===== config.mk =====
export PLATFORM = sky130hd
export DESIGN_NAME = csi2_packet_parser
export DESIGN_NICKNAME = d
export VERILOG_FILES = /design/src/rtl/csi2_packet_parser.sv
export SDC_FILE = /design/constraint.sdc
export NUM_CORES = 1
export LEC_CHECK = 0
export BUFFER_PORTS_ARGS = -buffer_cell sky130_fd_sc_hd__buf_2
export CAP_MARGIN = 20
export CORE_UTILIZATION = 30
export DETAILED_ROUTE_END_ITERATION = 12
export PLACE_DENSITY = 0.49
export SKIP_CTS_REPAIR_TIMING = 1
export SLEW_MARGIN = 0
export SYNTH_ARGS = -nofsm -noshare
export SYNTH_HDL_FRONTEND = slang
export SYNTH_SLANG_ARGS = --single-unit

===== constraint.sdc =====
create_clock -name iSCLK -period 5 [get_ports iSCLK]
set_input_delay 0.25 -clock iSCLK [delete_from_list [all_inputs] [get_ports iSCLK]]
set_output_delay 0.25 -clock iSCLK [all_outputs]
set_load 0.02 [all_outputs]

===== src/rtl/csi2_packet_parser.sv =====
// rtl/csi2_packet_parser.sv - CSI-2 packet layer: header parse, short-packet strobes, long-packet payload filter
//
// Purpose: takes merged lane bytes (pLanes per beat, lane0 earliest) from the clock-crossing FIFO,
// collects the 4-byte packet header, decodes FS/FE/LS/LE short packets into strobes and forwards
// long-packet payload (accepted VC and DT only) as keep/last-tagged beats over valid/ready.
//
// Ports:
//   iSCLK, inSRST                 clock, asynchronous active-low reset
//   iWd, iWvd, iSop, oRe          input beat, valid, start-of-packet, beat accepted (FIFO read)
//   oPixel, oKeep, oLast, oValid  payload beat out, byte keep, last beat, valid
//   iRdy                          downstream ready
//   oDatatype, oVc, oWordCnt      header fields of the last accepted long packet
//   oFs, oFe, oLs, oLe, oFrameNum short-packet strobes and their WC field
//   oPktErr                       one-cycle pulse on abort (or header ECC error)
//
// Configuration macro: CSI2_ECC_CHECK_EN enables header ECC checking in CHECK.
module csi2_packet_parser #(
   parameter int         pLanes  = 2,
   parameter logic [3:0] pVcMask = 4'hF,
   parameter logic [5:0] pDtMin  = 6'h18
) (
   input  logic                iSCLK,
   input  logic                inSRST,
   input  logic [8*pLanes-1:0] iWd,
   input  logic                iWvd,
   input  logic                iSop,
   output logic                oRe,
   output logic [8*pLanes-1:0] oPixel,
   output logic [pLanes-1:0]   oKeep,
   output logic                oLast,
   output logic                oValid,
   input  logic                iRdy,
   output logic [5:0]          oDatatype,
   output logic [1:0]          oVc,
   output logic [15:0]         oWordCnt,
   output logic                oFs,
   output logic                oFe,
   output logic                oLs,
   output logic                oLe,
   output logic [15:0]         oFrameNum,
   output logic                oPktErr
);

   // Without ECC checking the ECC byte is never stored.
`ifdef CSI2_ECC_CHECK_EN
   localparam int HB = 4;
`else
   localparam int HB = 3;
`endif
   localparam logic [2:0]  LANES3  = 3'(pLanes);
   localparam logic [15:0] LANES16 = 16'(pLanes);

   typedef enum logic [2:0] {S_IDLE, S_HDR, S_CHECK, S_PAYLOAD, S_DROP} state_t;

   state_t              state_q, state_d;
   logic [2:0]          cnt_q, cnt_d;
   logic [8*HB-1:0]     hdr_q, hdr_d;
   logic [15:0]         rem_q, rem_d;
   logic [8*pLanes-1:0] pixel_q, pixel_d;
   logic [pLanes-1:0]   keep_q, keep_d;
   logic                last_q, last_d, valid_q, valid_d;
   logic [5:0]          dt_q, dt_d;
   logic [1:0]          vc_q, vc_d;
   logic [15:0]         wc_q, wc_d, frame_q, frame_d;
   logic                fs_q, fs_d, fe_q, fe_d, ls_q, ls_d, le_q, le_d, err_q, err_d;

   logic [5:0]          h_dt;
   logic [1:0]          h_vc;
   logic [15:0]         h_wc;
   logic                ecc_bad;
   logic                rem_last;
   logic [2:0]          take;
   logic [pLanes-1:0]   keep_n;
   logic                hdr_start, hdr_cont;
   logic [2:0]          hdr_base;

   assign h_dt = hdr_q[5:0];
   assign h_vc = hdr_q[7:6];
   assign h_wc = hdr_q[23:8];

`ifdef CSI2_ECC_CHECK_EN
   // Each row selects the header bits covered by one Hamming parity bit.
   localparam logic [23:0] ECC_MASK [6] = '{24'hF12CB7, 24'hF2555B, 24'h749A6D,
                                            24'hB8E38E, 24'hDF03F0, 24'hEFFC00};
   logic [5:0] ecc_calc;
   logic       unused_ecc_hi;
   always_comb begin
      ecc_calc = '0;
      for (int k = 0; k < 6; k++) ecc_calc[k] = ^(hdr_q[23:0] & ECC_MASK[k]);
   end
   assign ecc_bad       = (ecc_calc != hdr_q[29:24]);
   assign unused_ecc_hi = ^hdr_q[31:30];
`else
   assign ecc_bad = 1'b0;
`endif

   // Downstream backpressure only gates consumption while forwarding payload.
   assign oRe = inSRST & iWvd & (state_q != S_CHECK) &
                ((state_q != S_PAYLOAD) | ~valid_q | iRdy);

   assign rem_last = (rem_q <= LANES16);
   assign take     = rem_last ? rem_q[2:0] : LANES3;
   always_comb begin
      keep_n = '0;
      for (int i = 0; i < pLanes; i++) keep_n[i] = (i < int'(take));
   end

   always_comb begin
      state_d   = state_q;
      cnt_d     = cnt_q;
      hdr_d     = hdr_q;
      rem_d     = rem_q;
      pixel_d   = pixel_q;
      keep_d    = keep_q;
      last_d    = last_q;
      valid_d   = valid_q;
      dt_d      = dt_q;
      vc_d      = vc_q;
      wc_d      = wc_q;
      frame_d   = frame_q;
      fs_d      = 1'b0;
      fe_d      = 1'b0;
      ls_d      = 1'b0;
      le_d      = 1'b0;
      err_d     = 1'b0;
      hdr_start = 1'b0;
      hdr_cont  = 1'b0;
      hdr_base  = 3'd0;

      if (valid_q && iRdy) valid_d = 1'b0;

      case (state_q)
         S_IDLE: begin
            // Non-SOP beats here are trailing CRC words and are dropped.
            if (oRe && iSop) hdr_start = 1'b1;
         end
         S_HDR: begin
            if (oRe) begin
               if (iSop) begin
                  err_d     = 1'b1;
                  hdr_start = 1'b1;
               end else begin
                  hdr_cont = 1'b1;
               end
            end
         end
         S_CHECK: begin
            state_d = S_IDLE;
            if (ecc_bad) begin
               err_d = 1'b1;
               if (h_dt >= 6'h10 && h_wc != 16'd0) begin
                  rem_d   = h_wc;
                  state_d = S_DROP;
               end
            end else if (h_dt < 6'h10) begin
               fs_d = (h_dt == 6'h00);
               fe_d = (h_dt == 6'h01);
               ls_d = (h_dt == 6'h02);
               le_d = (h_dt == 6'h03);
               if (h_dt < 6'h04) frame_d = h_wc;
            end else begin
               dt_d  = h_dt;
               vc_d  = h_vc;
               wc_d  = h_wc;
               rem_d = h_wc;
               if (h_wc != 16'd0)
                  state_d = (pVcMask[h_vc] && h_dt >= pDtMin) ? S_PAYLOAD : S_DROP;
            end
         end
         S_PAYLOAD, S_DROP: begin
            if (oRe) begin
               if (iSop) begin
                  // Abandon the packet; an already-registered beat still drains.
                  err_d     = 1'b1;
                  hdr_start = 1'b1;
               end else begin
                  rem_d = rem_q - {13'd0, take};
                  if (state_q == S_PAYLOAD) begin
                     pixel_d = iWd;
                     keep_d  = keep_n;
                     last_d  = rem_last;
                     valid_d = 1'b1;
                  end
                  if (rem_last) state_d = S_IDLE;
               end
            end
         end
         default: state_d = S_IDLE;
      endcase

      // Header bytes land at byte offset hdr_base onward; the SOP beat always starts at 0.
      if (hdr_start || hdr_cont) begin
         hdr_base = hdr_start ? 3'd0 : cnt_q;
         for (int j = 0; j < HB; j++)
            for (int i = 0; i < pLanes; i++)
               if (int'(hdr_base) + i == j) hdr_d[j*8 +: 8] = iWd[i*8 +: 8];
         cnt_d = hdr_base + LANES3;
         if (cnt_d == 3'd4) begin
            state_d = S_CHECK;
            cnt_d   = 3'd0;
         end else begin
            state_d = S_HDR;
         end
      end
   end

   always_ff @(posedge iSCLK or negedge inSRST) begin
      if (!inSRST) begin
         state_q <= S_IDLE;
         cnt_q   <= '0;
         hdr_q   <= '0;
         rem_q   <= '0;
         pixel_q <= '0;
         keep_q  <= '0;
         last_q  <= 1'b0;
         valid_q <= 1'b0;
         dt_q    <= '0;
         vc_q    <= '0;
         wc_q    <= '0;
         frame_q <= '0;
         fs_q    <= 1'b0;
         fe_q    <= 1'b0;
         ls_q    <= 1'b0;
         le_q    <= 1'b0;
         err_q   <= 1'b0;
      end else begin
         state_q <= state_d;
         cnt_q   <= cnt_d;
         hdr_q   <= hdr_d;
         rem_q   <= rem_d;
         pixel_q <= pixel_d;
         keep_q  <= keep_d;
         last_q  <= last_d;
         valid_q <= valid_d;
         dt_q    <= dt_d;
         vc_q    <= vc_d;
         wc_q    <= wc_d;
         frame_q <= frame_d;
         fs_q    <= fs_d;
         fe_q    <= fe_d;
         ls_q    <= ls_d;
         le_q    <= le_d;
         err_q   <= err_d;
      end
   end

   assign oPixel    = pixel_q;
   assign oKeep     = keep_q;
   assign oLast     = last_q;
   assign oValid    = valid_q;
   assign oDatatype = dt_q;
   assign oVc       = vc_q;
   assign oWordCnt  = wc_q;
   assign oFs       = fs_q;
   assign oFe       = fe_q;
   assign oLs       = ls_q;
   assign oLe       = le_q;
   assign oFrameNum = frame_q;
   assign oPktErr   = err_q;

endmodule


==> flow_summary.toml, run 1 <==
[status]
status = "completed"

[detailed_routing]
vias_per_cell = 4.885
firstDrtPassIters = 4
via_count = 3766
route.detailed.drc = 0
ant_nets = 0
wire_per_inst_um = 16.79
totalWireLength_um = 12940
first_iter_violations = 176

[worst_setup_path]
worst_setup_path_end_kind = "flop"
reg2reg_depth = 9
cp.arrival_ns = 3.95
cp_max_fo = 34
critPathRequiredTime_ns = 5.24
start_kind = "primary input"
critPathKind = "in -> reg"

[timing]
min_period_over_period_pct = 74.14
fmax_mhz = 269.8
worst_slew_pin_slew_ns = 0.9804
rsz0062_at_grt = "false"
min_period_ns = 3.707
slew_headroom_pct = 34.52
setup_viol = 0
skew_ns = 0.01016
setup_tns_ns = 0
final_max_slew_viol_count = 0
finalHoldViolCount = 0

[grt]
grt_start_max_net_pins = 81
gr-total-overflow = 0
grt_pass1_vias = 3742
grt_usage_pct = 15.88
grt_first_pass_wirelength_um = 21130
antenna_found_initial = 0

[placed_design]
routabilityCongestion = 0.8009
port_buffers = 86
dp_hpwl_um = 9349

[logic_synthesis]
yosysMostFrequentCell = "dfrtp_1"
ys_warn_count = 0
synthTopCellsByArea = "dfrtp_1 (55%), mux2_2 (14%), nand2_1 (6.9%), a21oi_1 (2.1%), o21ai_0 (2.0%)"
postSynthAreaPerCell_um2 = 11.01
yosysUniqueCellTypes = 60
async_flop_share_pct = 100.0
yosysSeqAreaShare_pct = 54.73
syn_inst = 461
synth_top_area_cell = "dfrtp_1"
synth-main-ff-cell = "dfrtp_1"
synthTopCellsByCount = "dfrtp_1 (111), nand2_1 (93), mux2_2 (65)"
syn_area_um2 = 5075
synth_edf_count = 0
synth_fp_nets = 484
ys_ff_latch = 111
yosysTopAreaCellShare_pct = 54.73

[layout]
drive_above_1_share_pct = 33.58
n_antenna_cell = 0
area_growth_pct = 19.43
final_nets = 570

[floorplan]
dieWidth_um = 132.1
die_h_um = 132.1
die_area_um2 = 17440
ios = 87
core_area_um2 = 16520
rows = 47
start_util_pct = 30.71

[clock_tree]
clock_sinks = 111
clk_path_buf_depth = 2
tritoncts = "done"
insertion_delay_ns = 0.36
root_buffer = "clkbuf_16"
cts_max_level = 3
cts.clk_slew.worst_paths_ns = 0.07
cts_buffers = 9

[hold_path]
min_path_type = "in -> reg"
hold_depth = 2

[power]
ir_drop_mv = 0.2684
cellLeakagePower_nw = 2.915
power_mw = 3.569
power_density_nw_per_um2 = 588.9

[flow_run]
cap_violations = 0
worst max-delay path, stage by stage:
cell and delay [ns]:
dlygate4sd3_1 0.53, buf_4 0.39, nand3_1 0.17, a21oi_1 0.34
nand2_1 0.25, and2_1 0.23, ha_1 0.20, nand4b_1 0.24
a21oi_1 0.64, mux2_2 0.40, mux2_2 0.27
layout by cell type, fill, tap and decap left out, types with 2 or more instances in the layout:
| master | count |
|---|---|
| dfrtp_1 | 111 |
| nand2_1 | 93 |
| buf_2 | 85 |
| mux2_2 | 65 |
| nor2_1 | 22 |
| a21oi_1 | 21 |
| o21ai_0 | 19 |
| mux2i_1 | 9 |
| clkbuf_16 | 9 |
| nor3_1 | 6 |
| o21ai_1 | 6 |
| buf_4 | 6 |
| nand3_1 | 5 |
| inv_1 | 5 |
| a31oi_1 | 5 |
| nand2b_1 | 4 |
| nor3b_1 | 4 |
| or3_1 | 4 |
| nor4_1 | 4 |
| and2_1 | 3 |
| o22ai_1 | 3 |
| a22o_1 | 3 |
| or4_4 | 2 |
| or2_2 | 2 |
| nand4b_1 | 2 |
| a21oi_4 | 2 |
| o21a_1 | 2 |
| a211o_1 | 2 |
| or4b_1 | 2 |
| o22a_1 | 2 |
| nand4_1 | 2 |
| a32o_1 | 2 |
| a2bb2oi_1 | 2 |
| ha_1 | 2 |
| clkbuf_1 | 2 |
| inv_6 | 2 |
cell type report:
class / count / area (µm²)
multi-input combinational: 327 / 2218
sequential: 111 / 2778
fill: 1663 / 10460
timing repair buffer: 93 / 508.0
clock inverter: 4 / 30.03
clock buffer: 11 / 232.7
inverter: 5 / 18.77
tap: 220 / 275.3
metal layers:
metal  GRT usage [%]  wire, µm  up-vias  share of wire [%]
met5               0         0        -                  0
met4           4.199       126        0               0.97
met3           4.037       668        7                5.2
met2           25.37      6209       91                 48
met1           21.40      5938     1849                 46
li1                -         -     1819                  -
flip-flops by register name (all words and copies together) (netlist names):
| signal | cells |
|---|---|
| hdr_q | 24 |
| oFrameNum | 16 |
| oPixel | 16 |
| oWordCnt | 16 |
| rem_q | 16 |
| oDatatype | 6 |
| cnt_q | 3 |
| state_q | 3 |
| oKeep | 2 |
| oVc | 2 |
| oFe | 1 |
| oFs | 1 |
| oLast | 1 |
| oLe | 1 |
| oLs | 1 |
| oPktErr | 1 |
| oValid | 1 |
report_power, final:
part / internal [mW] / switching [mW] / leakage (nW)
Sequential: 1.26 / 0.369 / 1.43
Clock: 0.339 / 0.330 / 0.126
Combinational: 0.548 / 0.720 / 1.36
final timing paths:
path / slack (ns) / from / to
min in group asynchronous: 0.40 / inSRST / oLast$_DFFE_PN0P_
worst min-delay path: 0.18 / iWd[12] / oPixel[12]$_DFFE_PN0P_
worst max-delay path: 1.29 / inSRST / hdr_q[2]$_DFFE_PN0P_
worst min register to register: 0.47 / oWordCnt[4]$_DFFE_PN0P_ / oWordCnt[4]$_DFFE_PN0P_
worst max register to register: 1.70 / oValid$_DFF_PN0_ / hdr_q[2]$_DFFE_PN0P_
max in group asynchronous: 3.68 / inSRST / oDatatype[3]$_DFFE_PN0P_
stage by stage:
stage / std cells / hold slack [ns] / worst slack, ns / instance area (µm²) / utilization (%)
floorplan: 461 / -0.04559 / 2.016 / 5075 / -
global placement: 754 / 0.2265 / 1.499 / 5761 / 34.86
detailed placement: 754 / 0.2352 / 1.405 / 5761 / 34.86
CTS: 769 / -0.1488 / 1.665 / 6023 / 36.45
global route: 771 / 0.1823 / 0.9290 / 6061 / 36.68
finish: 771 / 0.1825 / 1.293 / 6061 / 36.68
logic make-up after synthesis:
group           synth area share (%)
simple gates                   15.38
flops                          54.73
compound gates                 11.29
mux                            16.20
buf+inv                        1.824
fa+ha+maj                     0.4930
other cells                  0.07389
(Power assumes the default switching activity.)
==> run 2, diff against run 1 <==
clock period = 3.7 ns   (was 5 ns; I/O delays follow)
==> run 2 against run 1 <==
The run now ends with negative hold slack left. Wire length increased by 1.6%. Clock power increased by 52%. Flip-flop and latch count unchanged. Utilization increased by 0.23 points. Clock skew increased by 0.0014 ns. Die area unchanged. Critical path depth decreased by 1. First-iteration DRC count increased by 41%. Hold slack got worse by 0.20 ns. Clock-buffer cell count unchanged. Critical path type is now reg -> reg. Critical endpoint is now hdr_q[3]$_DFFE_PN0P_.
==> flow_summary.toml, run 2 (same netlist as run 1, synthesis figures left out) <==
[detailed_routing]
vias_per_cell = 4.942
route.detailed.drc = 0
via_count = 3820
wire_per_inst_um = 17.01
totalWireLength_um = 13150
ant_nets = 0
firstDrtPassIters = 4
first_iter_violations = 248

[timing]
worst_slew_pin_slew_ns = 0.9776
rsz0062_at_grt = "false"
finalHoldViolCount = 21
fin_ws_ns = 0.7108
hold_slack_ns = -0.01496
skew_ns = 0.01151
fmax_mhz = 334.5
setup_tns_ns = 0
min_period_ns = 2.989
setup_viol = 0
slew_headroom_pct = 34.71
final_max_slew_viol_count = 0
min_period_over_period_pct = 80.79

[power]
cellLeakagePower_nw = 2.941
power_density_nw_per_um2 = 811.3
p_seq_share_pct = 44.7
switchingPower_mw = 1.938
p_clk_share_pct = 20.6
internal-power_mw = 3.009
ir_drop_mv = 0.3304
switching_share_pct = 39.18
pwr-share-comb_pct = 34.7

[floorplan]
start_util_pct = 30.71
core_area_um2 = 16520
rows = 47
die_area_um2 = 17440
dieWidth_um = 132.1
die_h_um = 132.1
ios = 87

[grt]
antenna_found_initial = 0
grt_first_pass_wirelength_um = 21740
grt_usage_pct = 16.10
grt_start_max_net_pins = 60
grt_pass1_vias = 3989
gr-total-overflow = 0

[layout]
n_antenna_cell = 0
largest_reg_flops = 24
largest_register = "hdr_q"
area_growth_pct = 20.17
final_common_cell = "dfrtp_1"
drive_above_1_share_pct = 34.36
final_cells = 773
layout_common_cells = "dfrtp_1 (111), nand2_1 (93), buf_2 (85)"
final_cell_area_um2 = 6098
final_nets = 572

[placed_design]
port_buffers = 86
routabilityCongestion = 0.7967
dp_hpwl_um = 9441
dp_cells = 758
dpl_cell_area_um2 = 5791
pre_cts_slack_ns = 0.7437

[worst_setup_path]
start_kind = "flop"
critPathRequiredTime_ns = 3.93
critPathKind = "reg -> reg"
worst_setup_path_end_kind = "flop"
reg2reg_depth = 10
cp.arrival_ns = 3.22
cp_max_fo = 8

[clock_tree]
cts.clk_slew.worst_paths_ns = 0.07
cts_buffers = 9
root_buffer = "clkbuf_16"
clk_path_buf_depth = 2
cts_max_level = 3
insertion_delay_ns = 0.36
tritoncts = "done"
clock_sinks = 111

[hold_path]
min_path_type = "in -> async"

[status]
violations = "negative hold slack"
status = "complete, but fails checks"

[flow_run]
cap_violations = 0
[run 2: routing by layer]
| metal | up-vias | GRT usage (%) | share of wire, % |
|---|---|---|---|
| met1 | 1896 | 21.44 | 47 |
| met4 | 0 | 5.685 | 1.6 |
| li1 | 1829 | - | - |
| met3 | 15 | 3.460 | 3.9 |
| met2 | 80 | 25.84 | 48 |
| met5 | - | 0 | 0 |
[run 2: per-stage QoR]
stage	power [mW]	utilization, %
floorplan	3.286	-
global route	5.283	36.90
CTS	5.006	36.90
detailed placement	3.972	35.04
global placement	3.928	35.04
finish	4.947	36.90
[run 2: worst paths after layout]
kind | from | to | slack, ns
worst max-delay path | oValid$_DFF_PN0_ | hdr_q[3]$_DFFE_PN0P_ | 0.71
min in group iSCLK | iWd[15] | oPixel[15]$_DFFE_PN0P_ | 0.12
max in group asynchronous | inSRST | hdr_q[3]$_DFFE_PN0P_ | 2.46
worst min register to register | oWordCnt[7]$_DFFE_PN0P_ | oWordCnt[7]$_DFFE_PN0P_ | 0.47
worst max register to register | oValid$_DFF_PN0_ | hdr_q[3]$_DFFE_PN0P_ | 0.71
worst min-delay path | inSRST | oKeep[1]$_DFFE_PN0P_ | -0.01
[run 2: final cells by class]
| cell class | instances | area, µm² |
|---|---|---|
| fillers | 1656 | 10430 |
| flip-flops and latches | 111 | 2778 |
| multi-input cells | 327 | 2218 |
| repair buffers | 95 | 500.5 |
| well taps | 220 | 275.3 |
| clock buffers | 11 | 252.7 |
| clock inverters | 4 | 55.05 |
| inverters | 5 | 18.77 |
[run 2: power groups by stage]
stage / registers (mW) / clock network, mW / logic (mW)
final: 2.21 / 1.02 / 1.72
after CTS: 2.22 / 1.05 / 1.74
after floorplan: 2.37 / 0 / 0.915
after global routing: 2.30 / 1.10 / 1.89
after global placement: 2.23 / 0 / 1.70
after detailed placement: 2.24 / 0 / 1.74
[run 2: critical path, cell delays in order (launching register included)]
cell and delay [ns]:
dfrtp_1 0.37, nor2b_1 0.18, o21ai_1 0.36, nand2_1 0.28, and2_1 0.24, ha_1 0.20, nand4b_1 0.25, a21oi_1 0.19
buf_4 0.19, mux2_2 0.34, mux2_2 0.26
